**config.mk**
```make
export PLATFORM = sky130hd
export DESIGN_NAME = uart_frame_parser_flat
export DESIGN_NICKNAME = d
export VERILOG_FILES = /design/src/rtl/uart_frame_parser_if.sv /design/src/rtl/uart_frame_parser.sv /design/src/flat_wrapper.sv
export SDC_FILE = /design/constraint.sdc
export NUM_CORES = 1
export LEC_CHECK = 0
export BUFFER_PORTS_ARGS = -buffer_cell sky130_fd_sc_hd__buf_2
export CORE_MARGIN = 8
export CORE_UTILIZATION = 45
export CTS_BUF_LIST = sky130_fd_sc_hd__clkbuf_16
export DETAILED_ROUTE_END_ITERATION = 12
export PLACE_DENSITY = 0.64
export SLEW_MARGIN = 5
export SYNTH_ARGS = -nofsm -noshare
export SYNTH_HDL_FRONTEND = slang
export SYNTH_SLANG_ARGS = --single-unit
```
**constraint.sdc**
```tcl
create_clock -name clk -period 2.67 [get_ports clk]
set_clock_uncertainty 0.15 [all_clocks]
set_input_delay 0.4005 -clock clk [delete_from_list [all_inputs] [get_ports clk]]
set_output_delay 0.4005 -clock clk [all_outputs]
set_load 0.05 [all_outputs]
```
**src/rtl/uart_frame_parser_if.sv**
```systemverilog
// Byte-stream bundle around the frame parser: UART receive side in, payload stream out.
// The parser takes the slave view; the receiver/consumer side takes the master view.
interface uart_frame_parser_if;
    logic [7:0] rx_data;
    logic       rx_valid;
    logic [7:0] out_data;
    logic       out_valid;
    logic       out_last;
    logic       out_ready;

    modport slave (
        input  rx_data,
        input  rx_valid,
        input  out_ready,
        output out_data,
        output out_valid,
        output out_last
    );

    modport master (
        output rx_data,
        output rx_valid,
        output out_ready,
        input  out_data,
        input  out_valid,
        input  out_last
    );
endinterface

```
**src/rtl/uart_frame_parser.sv**
```systemverilog
// Framed-packet parser (SOF, LEN, payload, XOR checksum) behind a UART receiver; payload is
// released on a valid/ready stream only after the checksum passes. FRAME_LED_EN: leds show buf[0].
module uart_frame_parser #(
    parameter int         CLK_FREQ    = 50000000,
    parameter int         BAUD_RATE   = 9600,
    parameter logic [7:0] SOF_BYTE    = 8'hA5,
    parameter int         MAX_LEN     = 16,
    parameter int         TIMEOUT_CYC = 200000
) (
    input  logic                clk,
    input  logic                rst,
    uart_frame_parser_if.slave  bus,
    output logic                frame_ok,
    output logic                frame_err,
    output logic [1:0]          err_code,
    output logic [7:0]          frame_cnt,
    output logic                busy,
    output logic [7:0]          leds
);

    localparam int               IDX_W     = (MAX_LEN > 1) ? $clog2(MAX_LEN) : 1;
    localparam int               TMO_W     = (TIMEOUT_CYC > 2) ? $clog2(TIMEOUT_CYC) : 1;
    localparam logic [TMO_W-1:0] TMO_LAST  = TMO_W'(TIMEOUT_CYC - 1);
    localparam logic [7:0]       MAX_LEN_B = 8'(MAX_LEN);

    localparam logic [1:0] ERR_LEN     = 2'd0;
    localparam logic [1:0] ERR_CHK     = 2'd1;
    localparam logic [1:0] ERR_TIMEOUT = 2'd2;
    localparam logic [1:0] ERR_OVERRUN = 2'd3;

    if (MAX_LEN < 1 || MAX_LEN > 255 || TIMEOUT_CYC < 2 || CLK_FREQ < BAUD_RATE) begin : g_bad_param
        $error("uart_frame_parser: illegal parameter combination");
    end

    typedef enum logic [2:0] {
        S_IDLE,
        S_LEN,
        S_PAYLOAD,
        S_CHK,
        S_DRAIN
    } state_t;

    function automatic logic len_valid(input logic [7:0] l);
        return (l != 8'd0) && (l <= MAX_LEN_B);
    endfunction

    state_t           state_q, state_d;
    logic [TMO_W-1:0] tmo_q, tmo_d;
    logic             frame_ok_q, frame_ok_d;
    logic             frame_err_q, frame_err_d;
    logic [1:0]       err_code_q, err_code_d;
    logic [7:0]       frame_cnt_q, frame_cnt_d;

    logic [7:0]       len_q, len_d;
    logic [7:0]       chk_q, chk_d;
    logic [IDX_W-1:0] wr_idx_q, wr_idx_d;
    logic [IDX_W-1:0] rd_idx_q, rd_idx_d;
    logic [7:0]       pay_buf_q [MAX_LEN];
    logic             buf_we;

`ifdef FRAME_LED_EN
    logic [7:0]       leds_q, leds_d;
`endif

    logic       in_frame;
    logic       tmo_expired;
    logic       draining;
    logic       xfer;
    logic       at_last;
    logic [7:0] len_m1;

    assign len_m1      = len_q - 8'd1;
    assign in_frame    = (state_q == S_LEN) || (state_q == S_PAYLOAD) || (state_q == S_CHK);
    // A byte arriving in the expiry cycle takes priority over the timeout.
    assign tmo_expired = in_frame && !bus.rx_valid && (tmo_q == TMO_LAST);
    assign draining    = (state_q == S_DRAIN);
    assign at_last     = (8'(rd_idx_q) == len_m1);
    assign xfer        = draining && bus.out_ready;

    always_comb begin
        state_d     = state_q;
        frame_ok_d  = 1'b0;
        frame_err_d = 1'b0;
        err_code_d  = err_code_q;
        frame_cnt_d = frame_cnt_q;
        len_d       = len_q;
        chk_d       = chk_q;
        wr_idx_d    = wr_idx_q;
        rd_idx_d    = rd_idx_q;
        buf_we      = 1'b0;
`ifdef FRAME_LED_EN
        leds_d      = leds_q;
`endif
        tmo_d       = (in_frame && !bus.rx_valid && !tmo_expired) ? tmo_q + TMO_W'(1) : '0;

        case (state_q)
            S_IDLE: begin
                if (bus.rx_valid && bus.rx_data == SOF_BYTE) begin
                    state_d = S_LEN;
                end
            end

            S_LEN: begin
                if (bus.rx_valid) begin
                    if (len_valid(bus.rx_data)) begin
                        len_d    = bus.rx_data;
                        chk_d    = bus.rx_data;
                        wr_idx_d = '0;
                        state_d  = S_PAYLOAD;
                    end else begin
                        frame_err_d = 1'b1;
                        err_code_d  = ERR_LEN;
                        state_d     = S_IDLE;
                    end
                end else if (tmo_expired) begin
                    frame_err_d = 1'b1;
                    err_code_d  = ERR_TIMEOUT;
                    state_d     = S_IDLE;
                end
            end

            S_PAYLOAD: begin
                if (bus.rx_valid) begin
                    buf_we   = 1'b1;
                    chk_d    = chk_q ^ bus.rx_data;
                    wr_idx_d = wr_idx_q + IDX_W'(1);
                    if (8'(wr_idx_q) == len_m1) begin
                        state_d = S_CHK;
                    end
                end else if (tmo_expired) begin
                    frame_err_d = 1'b1;
                    err_code_d  = ERR_TIMEOUT;
                    state_d     = S_IDLE;
                end
            end

            S_CHK: begin
                if (bus.rx_valid) begin
                    if (bus.rx_data == chk_q) begin
                        frame_ok_d  = 1'b1;
                        frame_cnt_d = frame_cnt_q + 8'd1;
                        rd_idx_d    = '0;
                        state_d     = S_DRAIN;
`ifdef FRAME_LED_EN
                        leds_d      = pay_buf_q[0];
`endif
                    end else begin
                        frame_err_d = 1'b1;
                        err_code_d  = ERR_CHK;
                        state_d     = S_IDLE;
                    end
                end else if (tmo_expired) begin
                    frame_err_d = 1'b1;
                    err_code_d  = ERR_TIMEOUT;
                    state_d     = S_IDLE;
                end
            end

            S_DRAIN: begin
                // Bytes arriving while the buffer is still draining are dropped, never parsed.
                if (bus.rx_valid) begin
                    frame_err_d = 1'b1;
                    err_code_d  = ERR_OVERRUN;
                end
                if (xfer) begin
                    rd_idx_d = rd_idx_q + IDX_W'(1);
                    if (at_last) begin
                        state_d = S_IDLE;
                    end
                end
            end

            default: begin
                state_d = S_IDLE;
            end
        endcase
    end

    always_ff @(posedge clk) begin
        if (rst) begin
            state_q     <= S_IDLE;
            tmo_q       <= '0;
            frame_ok_q  <= 1'b0;
            frame_err_q <= 1'b0;
            err_code_q  <= 2'd0;
            frame_cnt_q <= 8'd0;
        end else begin
            state_q     <= state_d;
            tmo_q       <= tmo_d;
            frame_ok_q  <= frame_ok_d;
            frame_err_q <= frame_err_d;
            err_code_q  <= err_code_d;
            frame_cnt_q <= frame_cnt_d;
        end
    end

    always_ff @(posedge clk) begin
        len_q    <= len_d;
        chk_q    <= chk_d;
        wr_idx_q <= wr_idx_d;
        rd_idx_q <= rd_idx_d;
        if (buf_we) begin
            pay_buf_q[wr_idx_q] <= bus.rx_data;
        end
    end

`ifdef FRAME_LED_EN
    always_ff @(posedge clk) begin
        if (rst) begin
            leds_q <= 8'd0;
        end else begin
            leds_q <= leds_d;
        end
    end
    assign leds = leds_q;
`else
    assign leds = frame_cnt_q;
`endif

    assign bus.out_valid = draining;
    assign bus.out_data  = draining ? pay_buf_q[rd_idx_q] : 8'd0;
    assign bus.out_last  = draining && at_last;

    assign frame_ok  = frame_ok_q;
    assign frame_err = frame_err_q;
    assign err_code  = err_code_q;
    assign frame_cnt = frame_cnt_q;
    assign busy      = (state_q != S_IDLE);

endmodule

```
**src/flat_wrapper.sv**
```systemverilog
// flat-port wrapper written by rule: the top's interface ports become plain ports
module uart_frame_parser_flat 
#(
    parameter int         CLK_FREQ    = 50000000,
    parameter int         BAUD_RATE   = 9600,
    parameter logic [7:0] SOF_BYTE    = 8'hA5,
    parameter int         MAX_LEN     = 16,
    parameter int         TIMEOUT_CYC = 200000
)
  (clk, rst, frame_ok, frame_err, err_code, frame_cnt, busy, leds, bus_rx_data, bus_rx_valid, bus_out_ready, bus_out_data, bus_out_valid, bus_out_last);
  uart_frame_parser_if bus_i ();
  input  logic clk;
  input  logic rst;
  output logic frame_ok;
  output logic frame_err;
  output logic [1:0] err_code;
  output logic [7:0] frame_cnt;
  output logic busy;
  output logic [7:0] leds;
  input wire logic [$bits(bus_i.rx_data)-1:0] bus_rx_data;
  input wire logic [$bits(bus_i.rx_valid)-1:0] bus_rx_valid;
  input wire logic [$bits(bus_i.out_ready)-1:0] bus_out_ready;
  output wire logic [$bits(bus_i.out_data)-1:0] bus_out_data;
  output wire logic [$bits(bus_i.out_valid)-1:0] bus_out_valid;
  output wire logic [$bits(bus_i.out_last)-1:0] bus_out_last;
  assign bus_i.rx_data = bus_rx_data;
  assign bus_i.rx_valid = bus_rx_valid;
  assign bus_i.out_ready = bus_out_ready;
  assign bus_out_data = bus_i.out_data;
  assign bus_out_valid = bus_i.out_valid;
  assign bus_out_last = bus_i.out_last;
  uart_frame_parser #(.CLK_FREQ(CLK_FREQ), .BAUD_RATE(BAUD_RATE), .SOF_BYTE(SOF_BYTE), .MAX_LEN(MAX_LEN), .TIMEOUT_CYC(TIMEOUT_CYC)) u_core (.clk(clk), .rst(rst), .bus(bus_i), .frame_ok(frame_ok), .frame_err(frame_err), .err_code(err_code), .frame_cnt(frame_cnt), .busy(busy), .leds(leds));
endmodule
```
==> results of run 1 <==
worst max-delay path: stages (launching register included):
cell,delay [ps]
dfxtp_4,420
buf_12,170
mux4_2,520
mux4_2,480
and2_4,180
buf_8,140
state kept, by name (all words and copies together), names as in the netlist, named ones only:
signal / count
u_core.frame_ok: 1
u_core.tmo_q: 18
u_core.chk_q: 8
u_core.state_q: 3
u_core.frame_cnt: 8
u_core.pay_buf_q: 128
u_core.frame_err: 1
u_core.err_code: 2
u_core.rd_idx_q: 4
u_core.len_q: 8
u_core.wr_idx_q: 4
per-layer routing:
metal	share of wire [%]	GRT usage [%]	vias to the layer above	routed length, µm
li1	-	-	2122	-
met1	45	21.5	2339	7870
met2	49	27.2	123	8580
met3	4.1	3.24	23	711
met4	1.6	5.70	0	278
met5	0	0	-	0
logic make-up (layout without fill, tap and decap cells):
kind of cell	count (synthesis)	after routing	share of synthesized area [%]
adder cells (fa/ha/maj)	8	8	1.24
AO/OA/AOI/OAI	28	28	2.33
multiplexers	45	45	11.8
AND/OR/NAND/NOR	156	156	10.1
flip-flops	189	189	65.8
buffers and inverters	43	127	2.88
XOR/XNOR	54	54	5.86
per-stage QoR:
stage	setup TNS, ps	util (%)	total power, mW	setup slack, ps
after global routing	-2600	53.2	5.89	-327
after detailed placement	0	49.0	3.32	138
after CTS	-2060	53.1	5.78	-267
final	-1820	53.2	5.73	-239
after global placement	0	49.0	3.32	169
after floorplan	0	-	3.26	75.8
what timing repair did:
action | 4_1_cts | 5_1_grt
setup buffers | 2 | 0
setup endpoints to repair | 9 | 9
gates cloned | 1 | 0
pin swaps | 4 | 0
gates resized for setup | 30 | 5
how the worst max path moves through the flow:
stage / end / slack (ps) / start
final: bus_out_data[0] / -240 / flop
after detailed placement: bus_out_data[0] / 140 / flop
after CTS: bus_out_data[0] / -270 / flop
after global placement: bus_out_data[0] / 170 / flop
after floorplan: bus_out_last / 80 / u_core.len_q[0]
after global routing: bus_out_data[0] / -330 / flop
Yosys cell counts (3+ instances only):
cell | count | area [µm²]
nor2_1 | 46 | 173
inv_1 | 14 | 52.6
buf_6 | 5 | 56.3
nand4_1 | 8 | 50.1
a21oi_1 | 3 | 15.0
nand3_1 | 15 | 75.1
and3_1 | 7 | 43.8
o211ai_1 | 4 | 30.0
o21ai_0 | 7 | 35.0
edfxtp_1 | 152 | 4560
and2_1 | 14 | 87.6
buf_1 | 4 | 15.0
nor3b_1 | 3 | 22.5
a31oi_1 | 4 | 25.0
mux4_2 | 40 | 901
buf_2 | 3 | 15.0
xnor2_1 | 26 | 228
clkbuf_1 | 9 | 33.8
nand2_1 | 22 | 82.6
ha_1 | 8 | 100
dfxtp_1 | 37 | 741
nor3_1 | 13 | 65.1
nor4_1 | 10 | 62.6
nand2b_1 | 3 | 18.8
and3_4 | 3 | 33.8
buf_4 | 8 | 60.1
xor2_1 | 28 | 245
mux2_2 | 4 | 45.0
power groups by stage:
stage          clock network (mW)  logic, mW  registers [mW]
2_1_floorplan                   0     0.0209            3.24
3_3_place_gp                    0     0.0798            3.24
3_5_place_dp                    0     0.0834            3.24
4_1_cts                      2.53     0.0836            3.17
5_1_grt                      2.64     0.0909            3.17
6_report                     2.48     0.0831            3.17
layout by cell type (no fill, tap or decap), drive strengths merged, types with 14 or more instances in the layout:
| cell | n |
|---|---|
| mux4 | 40 |
| clkbuf | 17 |
| buf | 82 |
| edfxtp | 152 |
| xor2 | 28 |
| inv | 20 |
| nor2 | 46 |
| nand3 | 15 |
| and2 | 14 |
| dfxtp | 37 |
| xnor2 | 26 |
| nand2 | 22 |
final cells by class:
cell class | count | area (µm²) | share of cell area (%)
clock buffer | 17 | 425 | 4.50
clock inverter | 14 | 153 | 1.61
inverter | 14 | 52.6 | 0.556
multi-input combinational | 291 | 2600 | 27.5
sequential | 189 | 5310 | 56.1
tap | 229 | 287 | 3.03
timing repair buffer | 82 | 627 | 6.63
==> flow_summary.json, run 1 <==
{
  "status": "finished, violations left",
  "failed_checks": "negative setup slack",
  "hold_path.class": "in2reg",
  "clockBufferDepth": 2,
  "ys.flop_type": "edfxtp_1",
  "antenna_found_initial": 0,
  "syn2layout_area_growth_pct": 17.2,
  "gp_congestion": 0.768,
  "fin_nets": 615,
  "clk_pin_slew_worst_paths_ps": 70,
  "synth_cells": 523,
  "clock_latency_ps": 430,
  "r2r_cells": 5,
  "syn_area_um2": 8070,
  "critPathRequiredTime_ps": 2120,
  "min_from": "rst",
  "finalCritPeriodShare_pct": 109,
  "worst_pin_slew_ps": 591,
  "initial_core_util_pct": 45.4,
  "io_pins": 43,
  "first_pass_iters": 5,
  "dp_cells": 802,
  "final_cells": 836,
  "drc": 0,
  "path_max_fanout": 11,
  "max_freq_mhz": 344,
  "placed_area_um2": 8720,
  "relSlewSlack_pct": 60.6,
  "grt_pass1_wl_mm": 27.5,
  "place_hpwl_mm": 11.6,
  "synth_edf_count": 152,
  "cts_tree": "done",
  "cts-root-buf": "clkbuf_16",
  "cts_buffers": 17,
  "die_w_um": 150,
  "path_class": "reg2out",
  "internal_power_mw": 4.51,
  "hold_viol": 0,
  "switching_power_mw": 1.22,
  "diodes": 0,
  "clockPowerShare_pct": 43.2,
  "hold_buffers": 0,
  "r2r_start": "u_core.state_q[1]",
  "die-area_um2": 22500,
  "first_global_vias": 4885,
  "syn_area_per_cell_um2": 15.4,
  "wl_per_cell_um": 20.9,
  "drt_first_iter_violations": 345,
  "cts_sinks": 189,
  "arrival_ps": 2360,
  "r2r-end": "u_core.pay_buf_q[4][2]",
  "coreArea_um2": 17800,
  "ys_seq_area_share_pct": 65.8,
  "end_kind": "output port",
  "rsz0062_at_grt": "yes",
  "h-tree-depth": 4,
  "swShare_pct": 21.3,
  "final.min_clock_period_ps": 2910,
  "final_cell_area_um2": 9460,
  "hold_end": "u_core.frame_cnt[1]",
  "fin_ws_ps": -239,
  "finalMaxSlewViolations": 0,
  "rows": 49,
  "p_seq_share_pct": 55.3,
  "port_buffers": 42,
  "setup_viol": 9,
  "wl_mm": 17.4,
  "globalRouteTotalUtil_pct": 16.5,
  "grt_overflow": 0,
  "ys_ff_latch": 189,
  "num-fill-cells": 1442,
  "holdPathStages": 2,
  "vdd_ir_drop_max_uv": 435,
  "syn-num-nets": 543,
  "whs_ps": 180,
  "ys_types": 47,
  "postSynth.asyncResetShare_pct": 0,
  "cap_viol_max_count": 0,
  "startpoint_type": "flop",
  "ant_nets": 0,
  "grt_max_degree": 33,
  "ys_warn_count": 0,
  "comb_power_share_pct": 1.5,
  "p_leak_nw": 3.28,
  "reg2reg_slack_ps": 300,
  "vias": 4607,
  "power_density_nw_per_um2": 606,
  "chipHeight_um": 150,
  "via_per_inst": 5.51,
  "drive_above_1_share_pct": 29.3
}
No activity file was read; power rests on OpenSTA's default activity.
==> run 2, diff against run 1 <==
--- a/config.mk
+++ b/config.mk
@@ -10,8 +10,9 @@
 export CORE_UTILIZATION = 45
 export CTS_BUF_LIST = sky130_fd_sc_hd__clkbuf_16
 export DETAILED_ROUTE_END_ITERATION = 12
-export PLACE_DENSITY = 0.64
+export PLACE_DENSITY = 0.66
 export SLEW_MARGIN = 5
 export SYNTH_ARGS = -nofsm -noshare
 export SYNTH_HDL_FRONTEND = slang
 export SYNTH_SLANG_ARGS = --single-unit
+export TNS_END_PERCENT = 100
==> constraint.sdc (replaced) <==
create_clock -name clk -period 2.65 [get_ports clk]
set_clock_uncertainty 0.15 [all_clocks]
set_input_delay 0.3975 -clock clk [delete_from_list [all_inputs] [get_ports clk]]
set_output_delay 0.3975 -clock clk [all_outputs]
set_load 0.05 [all_outputs]
==> run 2 against run 1 <==
  * The flow still finishes with violations (negative setup slack)
  * Register-to-register slack better by 50 ps
  * Core utilization is 0.17 points lower
  * Die area stayed put
  * Final cell count is 0.12% higher
  * Critical path depth stayed put
  * Via count is 1.5% higher
  * Clock power hardly changed
  * Clock-buffer cell count stayed put
  * Cell area is 0.32% lower
  * Sequential cell count stayed put
  * Non-clock buffer count stayed put
  * Combinational power is 3.4% higher
  * Largest power group unchanged
==> flow_summary.json, run 2 (synthesis gave the netlist of run 1 again) <==
{
  "hold_viol": 0,
  "antenna_found_initial": 0,
  "status": "finished, violations left",
  "die-area_um2": 22500,
  "failed_checks": "negative setup slack",
  "grt_overflow": 0,
  "drive_above_1_share_pct": 28.8,
  "final_util_pct": 53.0,
  "clock_latency_ps": 440,
  "cts-root-buf": "clkbuf_16",
  "hold_path.class": "in2reg",
  "grt_max_degree": 33,
  "arrival_ps": 2380,
  "vias": 4676,
  "path_class": "reg2out",
  "reg_top3": "u_core.pay_buf_q x128, u_core.tmo_q x18",
  "cap_viol_max_count": 0,
  "ant_nets": 0,
  "h-tree-depth": 4,
  "globalRouteTotalUtil_pct": 16.6,
  "clockBufferDepth": 2,
  "io_pins": 43,
  "wl_per_cell_um": 20.9,
  "first_global_vias": 4948,
  "use_met1_pct": 21.0,
  "final_cell_mix": "edfxtp_1, nor2_1, mux4_2, dfxtp_1, buf_4",
  "chipHeight_um": 150,
  "vdd_ir_drop_max_uv": 410,
  "final.min_clock_period_ps": 2920,
  "top_register": "u_core.pay_buf_q",
  "rsz0062_at_grt": "yes",
  "final_cell_area_um2": 9430,
  "finalCritPeriodShare_pct": 110,
  "critPathRequiredTime_ps": 2100,
  "startpoint_type": "flop",
  "place_hpwl_mm": 11.7,
  "cts_sinks": 189,
  "largest_reg_flops": 128,
  "finalSetupTns_ps": -2070,
  "placed_area_um2": 8720,
  "relSlewSlack_pct": 60.4,
  "grt_pass1_wl_mm": 27.6,
  "power_density_nw_per_um2": 609,
  "via_per_inst": 5.59,
  "use_met2_pct": 26.8,
  "clk_pin_slew_worst_paths_ps": 70,
  "first_pass_iters": 4,
  "drc": 0,
  "port_buffers": 42,
  "drt_first_iter_violations": 386,
  "finalMaxSlewViolations": 0,
  "p_leak_nw": 3.28,
  "rows": 49,
  "max_freq_mhz": 342,
  "cts_buffers": 17,
  "met3_usage_pct": 4.87,
  "gp_congestion": 0.765,
  "die_w_um": 150,
  "initial_core_util_pct": 45.4,
  "syn2layout_area_growth_pct": 16.8,
  "setup_viol": 9,
  "worst_pin_slew_ps": 588,
  "layout_commonest_cell": "edfxtp_1",
  "fin_ws_ps": -273,
  "total_power_mw": 5.74,
  "wl_mm": 17.5,
  "path_max_fanout": 7,
  "fin_nets": 615,
  "cts_tree": "done",
  "coreArea_um2": 17800,
  "hold_buffers": 0,
  "diodes": 0,
  "end_kind": "output port",
  "busiest_layer": "met2"
}
==> run 2: cell types whose count changed in the layout (fill, tap and decap cells not counted), moves of 2 or more <==
cell	delta
nor4_2	-3
and2_1	-2
nor4_1	+3
buf_12	+3
and2_4	+2
clkinv_1	+2
==> run 2: worst paths after layout <==
check	cells after the start	slack, ps	start	to
worst min-delay path	2	170	rst	u_core.frame_cnt[0]
worst max register to register	5	350	u_core.state_q[1]	u_core.pay_buf_q[12][4]
worst min register to register	2	330	u_core.err_code[1]	u_core.err_code[1]
worst max-delay path	5	-270	flop	bus_out_data[0]
==> run 2: power by group <==
group / internal [mW] / switching (mW)
combinational: 0.0233 / 0.0626
clock: 1.31 / 1.15
sequential: 3.19 / 0.000196
total: 4.53 / 1.21
==> run 2: per-stage QoR <==
| step | setup slack [ps] | hold slack, ps | cells |
|---|---|---|---|
| floorplan | 58.8 | 287 | 523 |
| global placement | 121 | 313 | 802 |
| global route | -343 | 174 | 837 |
| detailed placement | 77.2 | 321 | 802 |
| CTS | -303 | 159 | 836 |
| finish | -273 | 173 | 837 |
==> run 2: area by class of cell <==
cell class / count / area, µm²
clock buffer: 17 / 425
clock inverter: 15 / 138
fill: 1465 / 8350
inverter: 14 / 52.6
multi-input combinational: 291 / 2580
sequential: 189 / 5310
tap: 229 / 287
timing repair buffer: 82 / 633
==> run 2: timing repair <==
action	in CTS	in global routing
cloned	1	0
endpoints found under the setup margin	9	9
resized for setup	27	5
pin swaps	1	2
setup buffers	1	2
==> run 2: layer usage <==
layer  up-vias  part of all wire [%]
li1       2125                     -
met1      2368                    44
met2       154                    48
met3        29                   5.6
met4         0                   2.4
met5         -                     0
==> run 2: worst max-delay path, cell delays in order (launching register included) <==
cell and delay (ps):
dfxtp_4 420, buf_12 150, mux4_2 530, mux4_2 500
and2_4 180, buf_6 140
==> run 3, diff against run 2 <==
--- a/config.mk
+++ b/config.mk
@@ -10,7 +10,7 @@
 export CORE_UTILIZATION = 45
 export CTS_BUF_LIST = sky130_fd_sc_hd__clkbuf_16
 export DETAILED_ROUTE_END_ITERATION = 12
-export PLACE_DENSITY = 0.66
+export PLACE_DENSITY = 0.64
 export SLEW_MARGIN = 5
 export SYNTH_ARGS = -nofsm -noshare
 export SYNTH_HDL_FRONTEND = slang
==> constraint.sdc (replaced) <==
create_clock -name clk -period 3.3 [get_ports clk]
set_clock_uncertainty 0.15 [all_clocks]
set_input_delay 0.495 -clock clk [delete_from_list [all_inputs] [get_ports clk]]
set_output_delay 0.495 -clock clk [all_outputs]
set_load 0.05 [all_outputs]
==> run 3 against run 2 <==
  * The run now ends clean
  * Total power down 17%
  * Via count decreased by 3.8%
  * Hold slack gained 110 ps
  * Combinational power fell by 22%
  * Sequential cell count did not move
  * Routed wire length decreased by 3.0%
  * Non-clock buffer count decreased by 17
  * Register-to-register slack gained 350 ps
  * Sequential share of layout area rose by 1.4 points
  * Largest cell class unchanged
  * Largest power group unchanged
==> flow_summary.json, run 3 (synthesis gave the netlist of run 1 again) <==
{
  "grt_max_degree": 33,
  "clk_pin_slew_worst_paths_ps": 70,
  "vdd_ir_drop_max_uv": 433,
  "grt_pass1_wl_mm": 26.7,
  "io_pins": 43,
  "r2r-end": "u_core.pay_buf_q[15][3]",
  "antenna_found_initial": 0,
  "hold_path.class": "in2reg",
  "path_class": "reg2out",
  "clockBufferDepth": 2,
  "syn2layout_area_growth_pct": 14.0,
  "cap_viol_max_count": 0,
  "cts_sinks": 189,
  "cts_tree": "done",
  "total_power_mw": 4.74,
  "place_hpwl_mm": 11.6,
  "layout_commonest_cell": "edfxtp_1",
  "diodes": 0,
  "finalMaxSlewViolations": 0,
  "final_cell_mix": "edfxtp_1, nor2_1, buf_2, mux4_2, dfxtp_1",
  "status": "completed",
  "end_kind": "output port",
  "placed_area_um2": 8580,
  "whs_ps": 284,
  "h-tree-depth": 4,
  "hold_end": "u_core.frame_cnt[6]",
  "cts_buffers": 17,
  "wl_mm": 16.9,
  "setup_viol": 0,
  "via_per_inst": 5.49,
  "reg_top3": "u_core.pay_buf_q x128, u_core.tmo_q x18",
  "ant_nets": 0,
  "max_freq_mhz": 315,
  "finalCritPeriodShare_pct": 96.2,
  "vias": 4496,
  "path_max_fanout": 5,
  "critPathRequiredTime_ps": 2650,
  "chipHeight_um": 150,
  "first_pass_iters": 5,
  "grt_overflow": 0,
  "min_from": "rst",
  "p_leak_nw": 3.18,
  "fin_nets": 598,
  "die_w_um": 150,
  "hold_buffers": 0,
  "gp_congestion": 0.767,
  "top_register": "u_core.pay_buf_q",
  "cts_setup_buffers": 0,
  "die-area_um2": 22500,
  "final.min_clock_period_ps": 3170,
  "relSlewSlack_pct": 56.7,
  "cts-root-buf": "clkbuf_16",
  "clock_latency_ps": 420,
  "port_buffers": 42,
  "holdPathStages": 2,
  "drc": 0,
  "r2r_start": "u_core.state_q[2]",
  "initial_core_util_pct": 45.4,
  "coreArea_um2": 17800,
  "worst_pin_slew_ps": 644,
  "wl_per_cell_um": 20.7,
  "rows": 49,
  "drive_above_1_share_pct": 25.6,
  "power_density_nw_per_um2": 515,
  "first_global_vias": 4641,
  "reg2reg_slack_ps": 700,
  "arrival_ps": 2530,
  "post_cts_resized": 0,
  "startpoint_type": "flop",
  "final_cell_area_um2": 9200,
  "r2r_cells": 5,
  "drt_first_iter_violations": 330,
  "globalRouteTotalUtil_pct": 15.8,
  "hold_viol": 0,
  "largest_reg_flops": 128,
  "num-fill-cells": 1475
}
==> run 3: changes by cell type in the layout (fill, tap and decap cells not counted), moves of 2 or more <==
cell       previous run  this run
and2_1               10        14
buf_2                33        42
bufinv_16             1         3
buf_6                 8         0
and2_4                4         0
buf_12                5         1
buf_4                35        22
clkinv_1              3         0
inv_1                13        15
==> run 3: how the worst max path moves through the flow <==
stage | slack [ps] | from | to | cells past startpoint
finish | 130 | u_core.len_q[0] | bus_out_last | 7
detailed placement | 400 | bus_rx_data[4] | u_core.rd_idx_q[2] | 6
global placement | 450 | bus_rx_data[4] | u_core.rd_idx_q[3] | 6
global route | -30 | u_core.len_q[0] | bus_out_last | 7
CTS | 20 | flop | bus_out_data[2] | 5
floorplan | 410 | u_core.len_q[0] | bus_out_last | 6
==> run 3: critical path, stage by stage (launching register included) <==
cell,delay [ps]
edfxtp_1,480
inv_1,90
ha_1,200
or3b_2,480
a211oi_2,320
nand3_1,120
nor2_1,120
buf_2,280
==> run 3: layout make-up <==
| class | instances | area (µm²) | share of cell area (%) |
|---|---|---|---|
| Sequential cell | 189 | 5310 | 57.7 |
| Multi-Input combinational cell | 291 | 2550 | 27.7 |
| Clock buffer | 17 | 425 | 4.62 |
| Timing Repair Buffer | 65 | 395 | 4.30 |
| Tap cell | 229 | 287 | 3.11 |
| Clock inverter | 14 | 185 | 2.01 |
| Inverter | 14 | 52.6 | 0.571 |
==> run 3: routing by layer <==
layer | wire length [µm] | GRT usage [%] | part of all wire (%) | vias up
li1 | - | - | - | 2081
met3 | 839 | 3.18 | 5.0 | 17
met4 | 210 | 5.20 | 1.2 | 0
met1 | 7730 | 21.1 | 46 | 2256
met5 | 0 | 0 | 0 | -
met2 | 8150 | 25.6 | 48 | 142
==> run 3: metrics by stage <==
step | cells | util [%] | setup TNS (ps) | setup WS, ps
detailed placement | 788 | 48.2 | 0 | 395
finish | 819 | 51.7 | 0 | 125
global placement | 788 | 48.2 | 0 | 453
global route | 819 | 51.7 | -28.9 | -28.9
CTS | 819 | 51.7 | 0 | 18.4
floorplan | 523 | - | 0 | 406
==> run 3: power breakdown <==
group,internal [mW],switching (mW),total (mW),leakage [nW]
logic,0.0155,0.0518,0.0673,1.22
clock network,1.20,0.904,2.11,0.290
registers,2.56,0.000158,2.57,1.68
total,3.79,0.956,4.74,3.18
